## config.mk

```make
export PLATFORM = sky130hd
export DESIGN_NAME = instruction_encoder
export DESIGN_NICKNAME = d
export VERILOG_FILES = /design/src/rtl/enc_pkg.sv /design/src/rtl/instr_pack.sv /design/src/rtl/instruction_encoder.sv
export SDC_FILE = /design/constraint.sdc
export NUM_CORES = 1
export LEC_CHECK = 0
export ABC_CLOCK_PERIOD_IN_PS = 3500
export CAP_MARGIN = 15
export CORE_UTILIZATION = 34
export CTS_CLUSTER_SIZE = 28
export DETAILED_ROUTE_END_ITERATION = 7
export GPL_TIMING_DRIVEN = 0
export PLACE_DENSITY = 0.74
export SYNTH_ARGS = -nofsm -noshare
export SYNTH_HDL_FRONTEND = slang
export SYNTH_HIERARCHICAL = 1
export SYNTH_SLANG_ARGS = --single-unit
```

## constraint.sdc

```tcl
create_clock -name clk -period 3.5 [get_ports clk]
set_clock_uncertainty 0.15 [all_clocks]
set_input_delay 0.7 -clock clk [delete_from_list [all_inputs] [get_ports clk]]
set_output_delay 0.7 -clock clk [all_outputs]
set_load 0.02 [all_outputs]
```

## src/rtl/enc_pkg.sv

```systemverilog
// Shared constants for the RV32I instruction encoder: one-hot flag positions,
// opcodes, funct3/funct7 values and the output format selector.
package enc_pkg;

  localparam int FLAG_W = 25;

  localparam int F_AND   = 0;
  localparam int F_OR    = 1;
  localparam int F_XOR   = 2;
  localparam int F_SLTU  = 3;
  localparam int F_SLT   = 4;
  localparam int F_SLL   = 5;
  localparam int F_SUB   = 6;
  localparam int F_ADD   = 7;
  localparam int F_SRAI  = 8;
  localparam int F_SRLI  = 9;
  localparam int F_SLLI  = 10;
  localparam int F_ANDI  = 11;
  localparam int F_ORI   = 12;
  localparam int F_XORI  = 13;
  localparam int F_SLTIU = 14;
  localparam int F_SLTI  = 15;
  localparam int F_ADDI  = 16;
  localparam int F_BEQ   = 17;
  localparam int F_BGE   = 18;
  localparam int F_BGEU  = 19;
  localparam int F_BLT   = 20;
  localparam int F_BLTU  = 21;
  localparam int F_BNE   = 22;
  localparam int F_SRL   = 23;
  localparam int F_SRA   = 24;

  localparam logic [6:0] OP_R = 7'b0110011;
  localparam logic [6:0] OP_I = 7'b0010011;
  localparam logic [6:0] OP_B = 7'b1100011;

  localparam logic [2:0] F3_ADD  = 3'b000;
  localparam logic [2:0] F3_SLL  = 3'b001;
  localparam logic [2:0] F3_SLT  = 3'b010;
  localparam logic [2:0] F3_SLTU = 3'b011;
  localparam logic [2:0] F3_XOR  = 3'b100;
  localparam logic [2:0] F3_SR   = 3'b101;
  localparam logic [2:0] F3_OR   = 3'b110;
  localparam logic [2:0] F3_AND  = 3'b111;

  localparam logic [2:0] F3_BEQ  = 3'b000;
  localparam logic [2:0] F3_BNE  = 3'b001;
  localparam logic [2:0] F3_BLT  = 3'b100;
  localparam logic [2:0] F3_BGE  = 3'b101;
  localparam logic [2:0] F3_BLTU = 3'b110;
  localparam logic [2:0] F3_BGEU = 3'b111;

  localparam logic [6:0] F7_BASE = 7'b0000000;
  localparam logic [6:0] F7_ALT  = 7'b0100000;

  typedef enum logic [1:0] {
    FMT_R,
    FMT_I,
    FMT_SH,
    FMT_B
  } fmt_e;

  function automatic logic is_onehot(input logic [FLAG_W-1:0] f);
    return (f != '0) && ((f & (f - FLAG_W'(1))) == '0);
  endfunction

endpackage

```

## src/rtl/instr_pack.sv

```systemverilog
// Combinational packer: one-hot op flags plus register/immediate fields to an
// RV32I word, with a reject flag for malformed requests.
module instr_pack
  import enc_pkg::*;
(
  input  logic [FLAG_W-1:0] flags_i,
  input  logic [4:0]        rd_i,
  input  logic [4:0]        rs1_i,
  input  logic [4:0]        rs2_i,
  input  logic [12:0]       imm_i,
  output logic [31:0]       word_o,
  output logic              reject_o
);

  fmt_e       fmt;
  logic [2:0] f3;
  logic [6:0] f7;

  always_comb begin
    fmt = FMT_R;
    f3  = F3_ADD;
    f7  = F7_BASE;
    // Register-register ALU ops
    if (flags_i[F_SUB])  f7 = F7_ALT;
    if (flags_i[F_SLL])  f3 = F3_SLL;
    if (flags_i[F_SLT])  f3 = F3_SLT;
    if (flags_i[F_SLTU]) f3 = F3_SLTU;
    if (flags_i[F_XOR])  f3 = F3_XOR;
    if (flags_i[F_SRL])  f3 = F3_SR;
    if (flags_i[F_SRA])  begin f3 = F3_SR; f7 = F7_ALT; end
    if (flags_i[F_OR])   f3 = F3_OR;
    if (flags_i[F_AND])  f3 = F3_AND;
    // Register-immediate ALU ops
    if (flags_i[F_ADDI])  begin fmt = FMT_I; f3 = F3_ADD;  end
    if (flags_i[F_SLTI])  begin fmt = FMT_I; f3 = F3_SLT;  end
    if (flags_i[F_SLTIU]) begin fmt = FMT_I; f3 = F3_SLTU; end
    if (flags_i[F_XORI])  begin fmt = FMT_I; f3 = F3_XOR;  end
    if (flags_i[F_ORI])   begin fmt = FMT_I; f3 = F3_OR;   end
    if (flags_i[F_ANDI])  begin fmt = FMT_I; f3 = F3_AND;  end
    if (flags_i[F_SLLI])  begin fmt = FMT_SH; f3 = F3_SLL; end
    if (flags_i[F_SRLI])  begin fmt = FMT_SH; f3 = F3_SR;  end
    if (flags_i[F_SRAI])  begin fmt = FMT_SH; f3 = F3_SR; f7 = F7_ALT; end
    // Branches
    if (flags_i[F_BEQ])  begin fmt = FMT_B; f3 = F3_BEQ;  end
    if (flags_i[F_BNE])  begin fmt = FMT_B; f3 = F3_BNE;  end
    if (flags_i[F_BLT])  begin fmt = FMT_B; f3 = F3_BLT;  end
    if (flags_i[F_BGE])  begin fmt = FMT_B; f3 = F3_BGE;  end
    if (flags_i[F_BLTU]) begin fmt = FMT_B; f3 = F3_BLTU; end
    if (flags_i[F_BGEU]) begin fmt = FMT_B; f3 = F3_BGEU; end
  end

  always_comb begin
    word_o = '0;
    case (fmt)
      FMT_R:   word_o = {f7, rs2_i, rs1_i, f3, rd_i, OP_R};
      FMT_I:   word_o = {imm_i[11:0], rs1_i, f3, rd_i, OP_I};
      FMT_SH:  word_o = {f7, imm_i[4:0], rs1_i, f3, rd_i, OP_I};
      FMT_B:   word_o = {imm_i[12], imm_i[10:5], rs2_i, rs1_i, f3,
                         imm_i[4:1], imm_i[11], OP_B};
      default: word_o = '0;
    endcase
  end

  // The shift and branch checks only matter once the flags name a single op.
  assign reject_o = !is_onehot(flags_i)
                  || ((fmt == FMT_SH) && (imm_i[11:5] != 7'd0))
                  || ((fmt == FMT_B) && imm_i[0]);

endmodule

```

## src/rtl/instruction_encoder.sv

```systemverilog
// RV32I instruction encoder: packs requests into machine words, stamps each with
// an incrementing word address and presents them on a one-entry output register.
module instruction_encoder
  import enc_pkg::*;
#(
  parameter int ADDR_W    = 10,
  parameter int ERR_CNT_W = 8
) (
  input  logic                 clk,
  input  logic                 rst,
  input  logic                 in_valid,
  output logic                 in_ready,
  input  logic [FLAG_W-1:0]    in_flags,
  input  logic [4:0]           in_rd,
  input  logic [4:0]           in_rs1,
  input  logic [4:0]           in_rs2,
  input  logic [12:0]          in_imm,
  input  logic                 addr_load,
  input  logic [ADDR_W-1:0]    addr_base,
  output logic                 out_valid,
  input  logic                 out_ready,
  output logic [31:0]          out_instr,
  output logic [ADDR_W-1:0]    out_addr,
  output logic                 err,
  output logic [ERR_CNT_W-1:0] err_count
);

  logic [31:0] word;
  logic        reject;

  instr_pack u_pack (
    .flags_i  (in_flags),
    .rd_i     (in_rd),
    .rs1_i    (in_rs1),
    .rs2_i    (in_rs2),
    .imm_i    (in_imm),
    .word_o   (word),
    .reject_o (reject)
  );

  logic                 out_valid_q, out_valid_d;
  logic [31:0]          out_instr_q, out_instr_d;
  logic [ADDR_W-1:0]    out_addr_q,  out_addr_d;
  logic [ADDR_W-1:0]    cnt_q,       cnt_d;
  logic                 err_q,       err_d;
  logic [ERR_CNT_W-1:0] err_cnt_q,   err_cnt_d;
  logic                 accept, good, bad;

  assign in_ready = !out_valid_q || out_ready;
  assign accept   = in_valid && in_ready;
  assign good     = accept && !reject;
  assign bad      = accept && reject;

  always_comb begin
    out_valid_d = out_valid_q;
    out_instr_d = out_instr_q;
    out_addr_d  = out_addr_q;
    cnt_d       = cnt_q;
    err_d       = bad;
    err_cnt_d   = err_cnt_q;
    if (good) begin
      out_valid_d = 1'b1;
      out_instr_d = word;
      out_addr_d  = cnt_q;
    end else if (out_ready) begin
      out_valid_d = 1'b0;
    end
    // A load wins over the post-accept increment; the held word keeps its address.
    if (addr_load) begin
      cnt_d = addr_base;
    end else if (good) begin
      cnt_d = cnt_q + ADDR_W'(1);
    end
    if (bad && (err_cnt_q != '1)) begin
      err_cnt_d = err_cnt_q + ERR_CNT_W'(1);
    end
  end

  always_ff @(posedge clk or posedge rst) begin
    if (rst) begin
      out_valid_q <= 1'b0;
      out_instr_q <= '0;
      out_addr_q  <= '0;
      cnt_q       <= '0;
      err_q       <= 1'b0;
      err_cnt_q   <= '0;
    end else begin
      out_valid_q <= out_valid_d;
      out_instr_q <= out_instr_d;
      out_addr_q  <= out_addr_d;
      cnt_q       <= cnt_d;
      err_q       <= err_d;
      err_cnt_q   <= err_cnt_d;
    end
  end

  assign out_valid = out_valid_q;
  assign out_instr = out_instr_q;
  assign out_addr  = out_addr_q;
  assign err       = err_q;
  assign err_count = err_cnt_q;

endmodule

```

==> results.md, run 1 <==
* First-pass GRT wire length at 17500 um
* CTS tree: done
* Post-Syn Area at 3600 um2
* Buffers added on ports at 115
* YS warnings at 6
* DP HPWL at 7210 um
* Min-Delay Path Depth at 1
* Final antenna-violating net count at 0
* Multi-input gate area at 2180 um2
* Final non-filler cell total at 656
* Slew @ Worst Pin at 0.643 ns
* Largest net degree at the start of global routing at 35
* Number of max-cap violations at 0
* Routability Congestion at 0.920
* Filler cell count at 874
* R2R depth at 8
* CP arrival at 4.20 ns
* Commonest non-fill, non-tap cell in the layout: clkdlybuf4s50_1
* Htree depth at 3
* TritonRoute pass-1 iters at 6
* Seq pwr share at 41.0%
* Mapped Cells at 334
* LEAKAGE at 2.60 nW
* Share of flip-flops with an asynchronous set or reset at 100%
* Post-Place Cells at 588
* Yosys reg bits at 62
* Post-synthesis cell type count at 60
* Die Span Y at 105 um
* CTS Buffer Depth at 2
* Critical-path maximum fanout at 5
* Ratio of cells with drive above 1 in the final layout at 35.8%
* Vias at 3393
* Initial antenna violation count at 0
* GR Util met3 at 5.18%
* GRT Util Overall at 20.3%
* Crit path from: in_flags[10]
* Max VDD drop at 0.192 mV
* Final-stage net count at 590
* Final period util at 118%
* Via/cell ratio at 5.17
* Status: finished with violations
* Psw at 0.000591 W
* Syn_area_per_cell at 10.8 um2
* Grt ovf at 0
* Worst hold-check path type: flop to flop
* Top Usage Layer GRT: met2
* Reg area at 1550 um2
* P&R area growth vs syn at 67.8%
* Hold-fix buffers, CTS at 0
* Met2 usage at 34.9%
* Most frequent cells in the layout: 100 x clkdlybuf4s50_1, 62 x dfrtp_1, 44 x buf_4
* Endpoints failing hold at 0
* Highest clock rate at 242 MHz
* Power share of the clock group at 36.5%
* Critical Path Sink Type: flop
* Io pins at 121
* Vias in the first global route at 3550
* Failing checks: setup timing
* Worst reg2reg path startpoint: out_valid$_DFFE_PP0P_
* Initial Util at 35.0%
* Top FF cell, synth: dfrtp_1
* Routed wire per std cell at 16.8 um
* Cts bufs inserted at 9
* RSZ-0062 raised after global routing: true
* Pwr dens at 344 nW/um2
* Final setup fails at 62
* Iteration-0 DRC Markers at 146
* Met1 Usage GRT at 24.2%
* CP required at 3.57 ns
* Die width at 105 um
* EDFF count, synth at 0
* RR Endpoint: out_instr[10]$_DFFE_PP0P_
* Root buffer cell: clkbuf_8
* FP Rows at 37
* Combinational Power Share at 22.4%
* Post-layout min period at 4.13 ns
* Register area share after synthesis at 43.1%
* Clock sink count at 62
* # diodes at 0
* Final Max Slew Viols at 0
* Pint at 0.00148 W
* Final core area utilization at 58.8%
* Max_slew headroom at 57.1%
* Startpoint types: input pin
* Register-to-register setup slack at 1.65 ns
* Worst-Skew Late Latency at 0.33 ns
* Sw Share at 28.5%
* # DRC at 0
* Crit path capture: out_instr[10]$_DFFE_PP0P_
* Die ar. at 11000 um2
* Core Area at 10300 um2
* Kind of critical path: input pin to flop
* CTS clk-pin slew, worst paths at 0.07 ns
* Total length of routed wires at 11000 um
* Setup ws final at -0.632 ns
## state kept, by name, summed over array words and instances, names as in the netlist
| name | count |
|---|---|
| out_instr | 32 |
| err | 1 |
| out_addr | 10 |
| err_count | 8 |
| cnt_q | 10 |
| out_valid | 1 |
## worst max-delay path, cell delays in order
cell	delay, ns
buf_2	0.13
nor3_4	0.27
nand4_1	0.25
buf_4	0.21
buf_4	0.13
ha_1	0.23
a21boi_0	0.17
a2111oi_1	0.33
and3_1	0.23
o2111ai_2	0.12
or3_4	0.38
nand2b_4	0.18
nor2_8	0.12
buf_12	0.11
buf_12	0.10
buf_12	0.10
buf_8	0.13
mux2_4	0.30
## power by group through the flow
| stage | combinational (W) | sequential, W | clock (W) |
|---|---|---|---|
| after floorplan | 0.000166 | 0.000898 | 0 |
| after global placement | 0.000423 | 0.000855 | 0 |
| after detailed placement | 0.000437 | 0.000862 | 0 |
| after CTS | 0.000455 | 0.000849 | 0.000788 |
| after global routing | 0.000500 | 0.000860 | 0.000815 |
| final | 0.000465 | 0.000852 | 0.000758 |
## what timing repair did
| action | CTS | global route |
|---|---|---|
| setup buffers | 39 | 13 |
| cloned | 4 | 0 |
| pin swaps | 15 | 13 |
| setup endpoints to repair | 62 | 62 |
| gates resized for setup | 105 | 44 |
## worst min-delay path by stage
stage	from	to
floorplan	cnt_q[9]$_DFFE_PP0P_	out_addr[9]$_DFFE_PP0P_
global placement	out_instr[18]$_DFFE_PP0P_	out_instr[18]$_DFFE_PP0P_
detailed placement	out_instr[17]$_DFFE_PP0P_	out_instr[17]$_DFFE_PP0P_
CTS	out_instr[18]$_DFFE_PP0P_	out_instr[18]$_DFFE_PP0P_
global route	out_instr[7]$_DFFE_PP0P_	out_instr[7]$_DFFE_PP0P_
finish	out_instr[18]$_DFFE_PP0P_	out_instr[18]$_DFFE_PP0P_
## area by class of cell
| type | count | area share [%] |
|---|---|---|
| multi-input cells | 247 | 36.1 |
| plain buffers | 15 | 2.34 |
| clock buffers | 10 | 2.11 |
| clock inverters | 6 | 1.82 |
| inverters | 11 | 0.684 |
| repair buffers | 169 | 28.4 |
| well taps | 136 | 2.82 |
| flip-flops and latches | 62 | 25.7 |
## synth_stat cells (2+ instances only)
cell | number | area (um2)
nor2b_1 | 8 | 50.1
inv_1 | 10 | 37.5
nand4_1 | 6 | 37.5
a21oi_1 | 12 | 60.1
or2_2 | 2 | 12.5
nor4_4 | 2 | 42.5
xnor2_1 | 6 | 52.6
o21ai_0 | 12 | 60.1
o21a_1 | 2 | 15.0
nor4_1 | 7 | 43.8
nand3_1 | 9 | 45.0
nor3_2 | 3 | 30.0
mux2i_1 | 4 | 40.0
clkbuf_1 | 2 | 7.51
xor2_1 | 6 | 52.6
mux2_2 | 45 | 507
buf_4 | 9 | 67.6
buf_6 | 5 | 56.3
o21ai_1 | 4 | 20.0
a22o_1 | 11 | 96.3
o22ai_1 | 3 | 18.8
dfrtp_1 | 62 | 1550
nand2_1 | 19 | 71.3
maj3_1 | 2 | 20.0
ha_1 | 7 | 87.6
nor3_1 | 13 | 65.1
nand2b_1 | 3 | 18.8
or3_1 | 4 | 25.0
conb_1 | 2 | 7.51
nor2_1 | 24 | 90.1
## per-layer routing
layer,wire (um),vias to the layer above
li1,-,1575
met3,570,34
met2,5430,143
met4,335,0
met5,0,-
met1,4670,1641
## through the flow
step	setup TNS (ns)	total power, W	hold WS (ns)	instance area, um2	setup WS (ns)
after CTS	-27.49	0.00209	0.362	5830	-0.611
after detailed placement	-94.55	0.00130	0.344	5030	-1.72
after floorplan	-26.58	0.00106	0.379	3690	-0.575
after global routing	-33.13	0.00217	0.378	6040	-0.701
after global placement	-91.86	0.00128	0.338	5010	-1.63
final	-28.88	0.00208	0.359	6040	-0.632
## kinds of logic after synthesis
group                      synth area share, %
xor gates and xnor gates                  2.92
adders and majority gates                 2.99
other                                    0.209
DFF                                       43.1
buffers and inverters                     4.79
muxes                                     15.2
and+or+nand+nor                           20.2
AOI/OAI and AO/OA                         10.6
(Power assumes the default switching activity.)
==> run 2: changes to the inputs <==
--- a/config.mk
+++ b/config.mk
@@ -10,8 +10,9 @@
 export CORE_UTILIZATION = 34
 export CTS_CLUSTER_SIZE = 28
 export DETAILED_ROUTE_END_ITERATION = 7
+export DONT_BUFFER_PORTS = 1
 export GPL_TIMING_DRIVEN = 0
-export PLACE_DENSITY = 0.74
+export PLACE_DENSITY = 0.59
 export SYNTH_ARGS = -nofsm -noshare
 export SYNTH_HDL_FRONTEND = slang
 export SYNTH_HIERARCHICAL = 1
==> results.md, run 2 (synthesis results as in run 1) <==
* Hold-fix buffers, CTS at 0
* Max_slew headroom at 53.3%
* Sw Share at 31.3%
* Critical-path maximum fanout at 10
* Final Max Slew Viols at 0
* CTS tree: done
* Core Area at 10300 um2
* CTS clk-pin slew, worst paths at 0.06 ns
* RR Endpoint: err_count[1]$_DFFE_PP0P_
* Vias at 2699
* Die width at 105 um
* Final period util at 108%
* Initial Util at 35.0%
* Commonest non-fill, non-tap cell in the layout: dfrtp_1
* Final setup fails at 53
* Buffers added on ports at 0
* DP HPWL at 6610 um
* Grt ovf at 0
* Routability Congestion at 0.860
* Worst hold-check path type: input pin to asynchronous set/reset pin
* LEAKAGE at 1.88 nW
* Routed wire per std cell at 17.8 um
* Post-layout min period at 3.79 ns
* Vias in the first global route at 2787
* Failing checks: setup timing
* Kind of critical path: input pin to flop
* Seq pwr share at 55.6%
* CTS Buffer Depth at 2
* # DRC at 0
* Critical Path Sink Type: flop
* Final setup TNS at -12.60 ns
* Die Span Y at 105 um
* CP required at 3.56 ns
* FP Rows at 37
* Pwr dens at 379 nW/um2
* Pint at 0.00112 W
* Total length of routed wires at 8970 um
* # diodes at 0
* Power share of the clock group at 31.9%
* GRT Util Overall at 17.0%
* Clock sink count at 62
* RSZ-0062 raised after global routing: true
* Cts bufs inserted at 9
* Root buffer cell: clkbuf_8
* Slew @ Worst Pin at 0.699 ns
* Final antenna-violating net count at 0
* Io pins at 121
* CP arrival at 3.85 ns
* First-pass GRT wire length at 14600 um
* Startpoint types: input pin
* Ratio of cells with drive above 1 in the final layout at 35.4%
* Combinational Power Share at 12.5%
* Worst-Skew Late Latency at 0.33 ns
* Multi-input gate area at 2050 um2
* Status: finished with violations
* Largest register FFs at 32
* Htree depth at 3
* R2R depth at 6
* Die ar. at 11000 um2
* Psw at 0.000510 W
* Slowest stage delay, CP at 0.37 ns
* Largest net degree at the start of global routing at 33
* Via/cell ratio at 5.37
* Initial antenna violation count at 0
* Setup ws final at -0.292 ns
* Number of max-cap violations at 0
* Crit-path cells: nor4_4 -> nand2_2 -> nor2b_4 -> inv_2 -> ha_4 -> a222oi_1 -> o221ai_1 -> a2111oi_2 -> and3_1 -> o2111ai_2 -> or3_4 -> nand2b_4 -> nor2_8 -> buf_12 -> buf_8 -> mux2_2
* Most frequent cells in the layout: 62 x dfrtp_1, 30 x mux2_2, 22 x nor2_1
* Filler cell count at 985
* Worst reg2reg path startpoint: out_valid$_DFFE_PP0P_
* Highest clock rate at 264 MHz
* Reg area at 1550 um2
* Max VDD drop at 0.178 mV
* P&R area growth vs syn at 19.3%
* TritonRoute pass-1 iters at 4
* Crit path max-delay cell type: or3_4
* Endpoints failing hold at 0
* Final-stage net count at 438
* Pre-CTS WS at -1.16 ns
* Register-to-register setup slack at 1.58 ns
* Iteration-0 DRC Markers at 88
run 2: changes by cell type in the layout (fill, tap and decap cells not counted), moves of 7 or more:
cell	delta
mux2_4	-26
buf_2	-9
clkdlybuf4s50_1	-100
buf_12	-7
mux2_2	+26
buf_4	-24
run 2: per-stage QoR:
step | area (um2) | power [W] | cells | utilization, % | hold slack [ns]
floorplan | 3690 | 0.00106 | 336 | - | 0.379
global placement | 3860 | 0.00111 | 472 | 37.6 | 0.413
detailed placement | 3880 | 0.00112 | 473 | 37.8 | 0.415
CTS | 4280 | 0.00166 | 503 | 41.6 | 0.204
global route | 4300 | 0.00171 | 503 | 41.8 | 0.242
finish | 4300 | 0.00163 | 503 | 41.8 | 0.208
run 2: area by class of cell:
class | count | share of cell area (%)
Sequential cell | 62 | 36.1
Clock buffer | 10 | 2.97
Clock inverter | 5 | 0.641
Inverter | 11 | 0.961
Multi-Input combinational cell | 247 | 47.7
Timing Repair Buffer | 16 | 4.02
Buffer | 16 | 3.64
Tap cell | 136 | 3.96
run 2: power groups by stage:
| stage | combinational (W) | sequential (W) | clock [W] |
|---|---|---|---|
| 2_1_floorplan | 0.000166 | 0.000898 | 0 |
| 3_3_place_gp | 0.000189 | 0.000917 | 0 |
| 3_5_place_dp | 0.000198 | 0.000918 | 0 |
| 4_1_cts | 0.000204 | 0.000905 | 0.000547 |
| 5_1_grt | 0.000228 | 0.000915 | 0.000570 |
| 6_report | 0.000204 | 0.000906 | 0.000520 |
run 2: worst max path at each step:
stage | start | endpoint | slack [ns] | depth (start not counted)
after floorplan | in_flags[20] | out_addr[0]$_DFFE_PP0P_ | -0.58 | 15
after global placement | in_flags[8] | out_instr[12]$_DFFE_PP0P_ | -1.18 | 13
after detailed placement | in_flags[8] | out_instr[16]$_DFFE_PP0P_ | -1.16 | 13
after CTS | in_flags[18] | out_instr[21]$_DFFE_PP0P_ | -0.25 | 16
after global routing | in_flags[18] | out_addr[7]$_DFFE_PP0P_ | -0.36 | 16
final | in_flags[18] | out_instr[21]$_DFFE_PP0P_ | -0.29 | 16
run 2: layer usage:
metal	track usage (%)	share of wire, %	vias up
li1	-	-	1265
met1	21.8	45	1321
met2	26.9	46	100
met3	5.55	7.7	13
met4	5.63	1.6	0
met5	0	0	-
run 2: what timing repair did:
action / CTS / global route
gates resized for setup: 26 / 5
setup buffers: 14 / 0
gates cloned: 1 / 0
endpoints found under the setup margin: 61 / 61
pin swaps: 8 / 4
run 2: worst max-delay path: cells and delay by family:
| family | cells | cell delay, ns |
|---|---|---|
| AOI/OAI and AO/OA | 4 | 0.88 |
| adders and majority gates | 1 | 0.16 |
| buffers and inverters | 3 | 0.33 |
| muxes | 1 | 0.33 |
| and+or+nand+nor | 7 | 1.42 |
==> run 3: changes to the inputs <==
--- a/config.mk
+++ b/config.mk
@@ -13,6 +13,7 @@
 export DONT_BUFFER_PORTS = 1
 export GPL_TIMING_DRIVEN = 0
 export PLACE_DENSITY = 0.59
+export SETUP_SLACK_MARGIN = 0.5
 export SYNTH_ARGS = -nofsm -noshare
 export SYNTH_HDL_FRONTEND = slang
 export SYNTH_HIERARCHICAL = 1
==> results.md, run 3 (synthesis results as in run 1) <==
* DP HPWL at 6700 um
* Htree depth at 3
* Post-Place Cells at 473
* Via/cell ratio at 5.40
* Worst hold-check path type: input pin to asynchronous set/reset pin
* Top Usage Layer GRT: met2
* Highest clock rate at 263 MHz
* Buffers added on ports at 0
* Max_slew headroom at 60.1%
* Post-layout min period at 3.80 ns
* Critical-path maximum fanout at 10
* CTS tree: done
* Final period util at 109%
* Ratio of cells with drive above 1 in the final layout at 36.1%
* Number of max-cap violations at 0
* Pwr dens at 371 nW/um2
* CP arrival at 3.86 ns
* Slew @ Worst Pin at 0.598 ns
* CTS clk-pin slew, worst paths at 0.07 ns
* Worst-Skew Late Latency at 0.32 ns
* Failing checks: setup timing
* Crit path capture: out_instr[12]$_DFFE_PP0P_
* R2R depth at 6
* Largest net degree at the start of global routing at 37
* Final Max Slew Viols at 0
* Met2 usage at 27.2%
* RR Endpoint: err_count[1]$_DFFE_PP0P_
* Final non-filler cell total at 507
* Die width at 105 um
* Clock sink count at 62
* Final core area utilization at 43.3%
* Endpoints failing hold at 0
* CP required at 3.57 ns
* Total length of routed wires at 9180 um
* # diodes at 0
* Routability Congestion at 0.852
* Final setup fails at 51
* Setup ws final at -0.299 ns
* Hold-fix buffers, CTS at 0
* Initial antenna violation count at 0
* Root buffer cell: clkbuf_8
* Final antenna-violating net count at 0
* Routed wire per std cell at 18.1 um
* Most frequent cells in the layout: 62 x dfrtp_1, 36 x mux2_4, 23 x buf_4
* # DRC at 0
* Initial Util at 35.0%
* Vias at 2739
* Hold WS at 0.176 ns
* Largest register FFs at 32
* FP Rows at 37
* Startpoint types: input pin
* Final Cell Area at 4450 um2
* Iteration-0 DRC Markers at 149
* Post-Place Cell Area at 3880 um2
* CTS Buffer Depth at 2
* Grt ovf at 0
* Vias in the first global route at 2777
* Met1 Usage GRT at 22.3%
* P&R area growth vs syn at 23.5%
* Commonest non-fill, non-tap cell in the layout: dfrtp_1
* Final-stage net count at 443
* Worst reg2reg path startpoint: out_valid$_DFFE_PP0P_
* Kind of critical path: input pin to flop
* Critical Path Sink Type: flop
* Status: finished with violations
* TritonRoute pass-1 iters at 5
* Register-to-register setup slack at 1.58 ns
* Die Span Y at 105 um
* RSZ-0062 raised after global routing: true
* First-pass GRT wire length at 14800 um
* Cts bufs inserted at 9
* LEAKAGE at 1.93 nW
* Die ar. at 11000 um2
* Max VDD drop at 0.191 mV
* Crit path from: in_flags[20]
* GR Util met3 at 5.12%
* Io pins at 121
* GRT Util Overall at 17.2%
* Core Area at 10300 um2
## run 3: critical path: stages
cell and delay, ns:
nor4_4 0.31, nand2_2 0.11, nor2b_4 0.14, inv_2 0.06, ha_4 0.16, a222oi_1 0.30, o221ai_1 0.17, a2111oi_1 0.28
and3_1 0.23, o2111ai_2 0.10, or3_4 0.37, nand2b_4 0.18, nor2_8 0.12, buf_12 0.14, buf_12 0.14, mux2_2 0.33
## run 3: where the power goes
group / total, W / internal (W) / switching [W]
Combinational: 0.000206 / 0.000105 / 0.000101
Clock: 0.000538 / 0.000266 / 0.000272
Sequential: 0.000907 / 0.000770 / 0.000137
Total: 0.00165 / 0.00114 / 0.000511
## run 3: final cells by class
class | instances | area (um2)
Fill cell | 994 | 5830
Multi-Input combinational cell | 247 | 2130
Sequential cell | 62 | 1550
Timing Repair Buffer | 21 | 230
Tap cell | 136 | 170
Buffer | 16 | 161
Clock buffer | 10 | 138
Inverter | 11 | 41.3
Clock inverter | 4 | 25.0
## run 3: metrics by stage
step | setup slack [ns] | power, W | TNS, ns
floorplan | -0.575 | 0.00106 | -26.62
global placement | -1.15 | 0.00111 | -59.23
detailed placement | -1.18 | 0.00112 | -60.05
CTS | -0.362 | 0.00168 | -15.83
global route | -0.374 | 0.00174 | -16.14
finish | -0.299 | 0.00165 | -12.06
## run 3: how the worst min path moves through the flow
stage / startpoint / endpoint / slack (ns) / depth (start not counted)
after global routing: rst / out_instr[14]$_DFFE_PP0P_ / 0.20 / 1
after global placement: cnt_q[9]$_DFFE_PP0P_ / out_addr[9]$_DFFE_PP0P_ / 0.41 / 1
after detailed placement: cnt_q[8]$_DFFE_PP0P_ / out_addr[8]$_DFFE_PP0P_ / 0.42 / 1
after floorplan: cnt_q[9]$_DFFE_PP0P_ / out_addr[9]$_DFFE_PP0P_ / 0.38 / 1
after CTS: rst / out_instr[14]$_DFFE_PP0P_ / 0.17 / 1
final: rst / out_instr[7]$_DFFE_PP0P_ / 0.18 / 1
## run 3: metal layers
layer,vias to the layer above,wire length (um)
li1,1276,-
met1,1357,4090
met2,93,4280
met3,13,650
met4,0,167
met5,-,0
## run 3: timing repair
item	4_1_cts	5_1_grt
setup endpoints to repair	62	62
gates cloned	1	0
buffers inserted	13	6
pin swaps	11	7
gates resized for setup	35	19
endpoints found under the hold margin	0	0
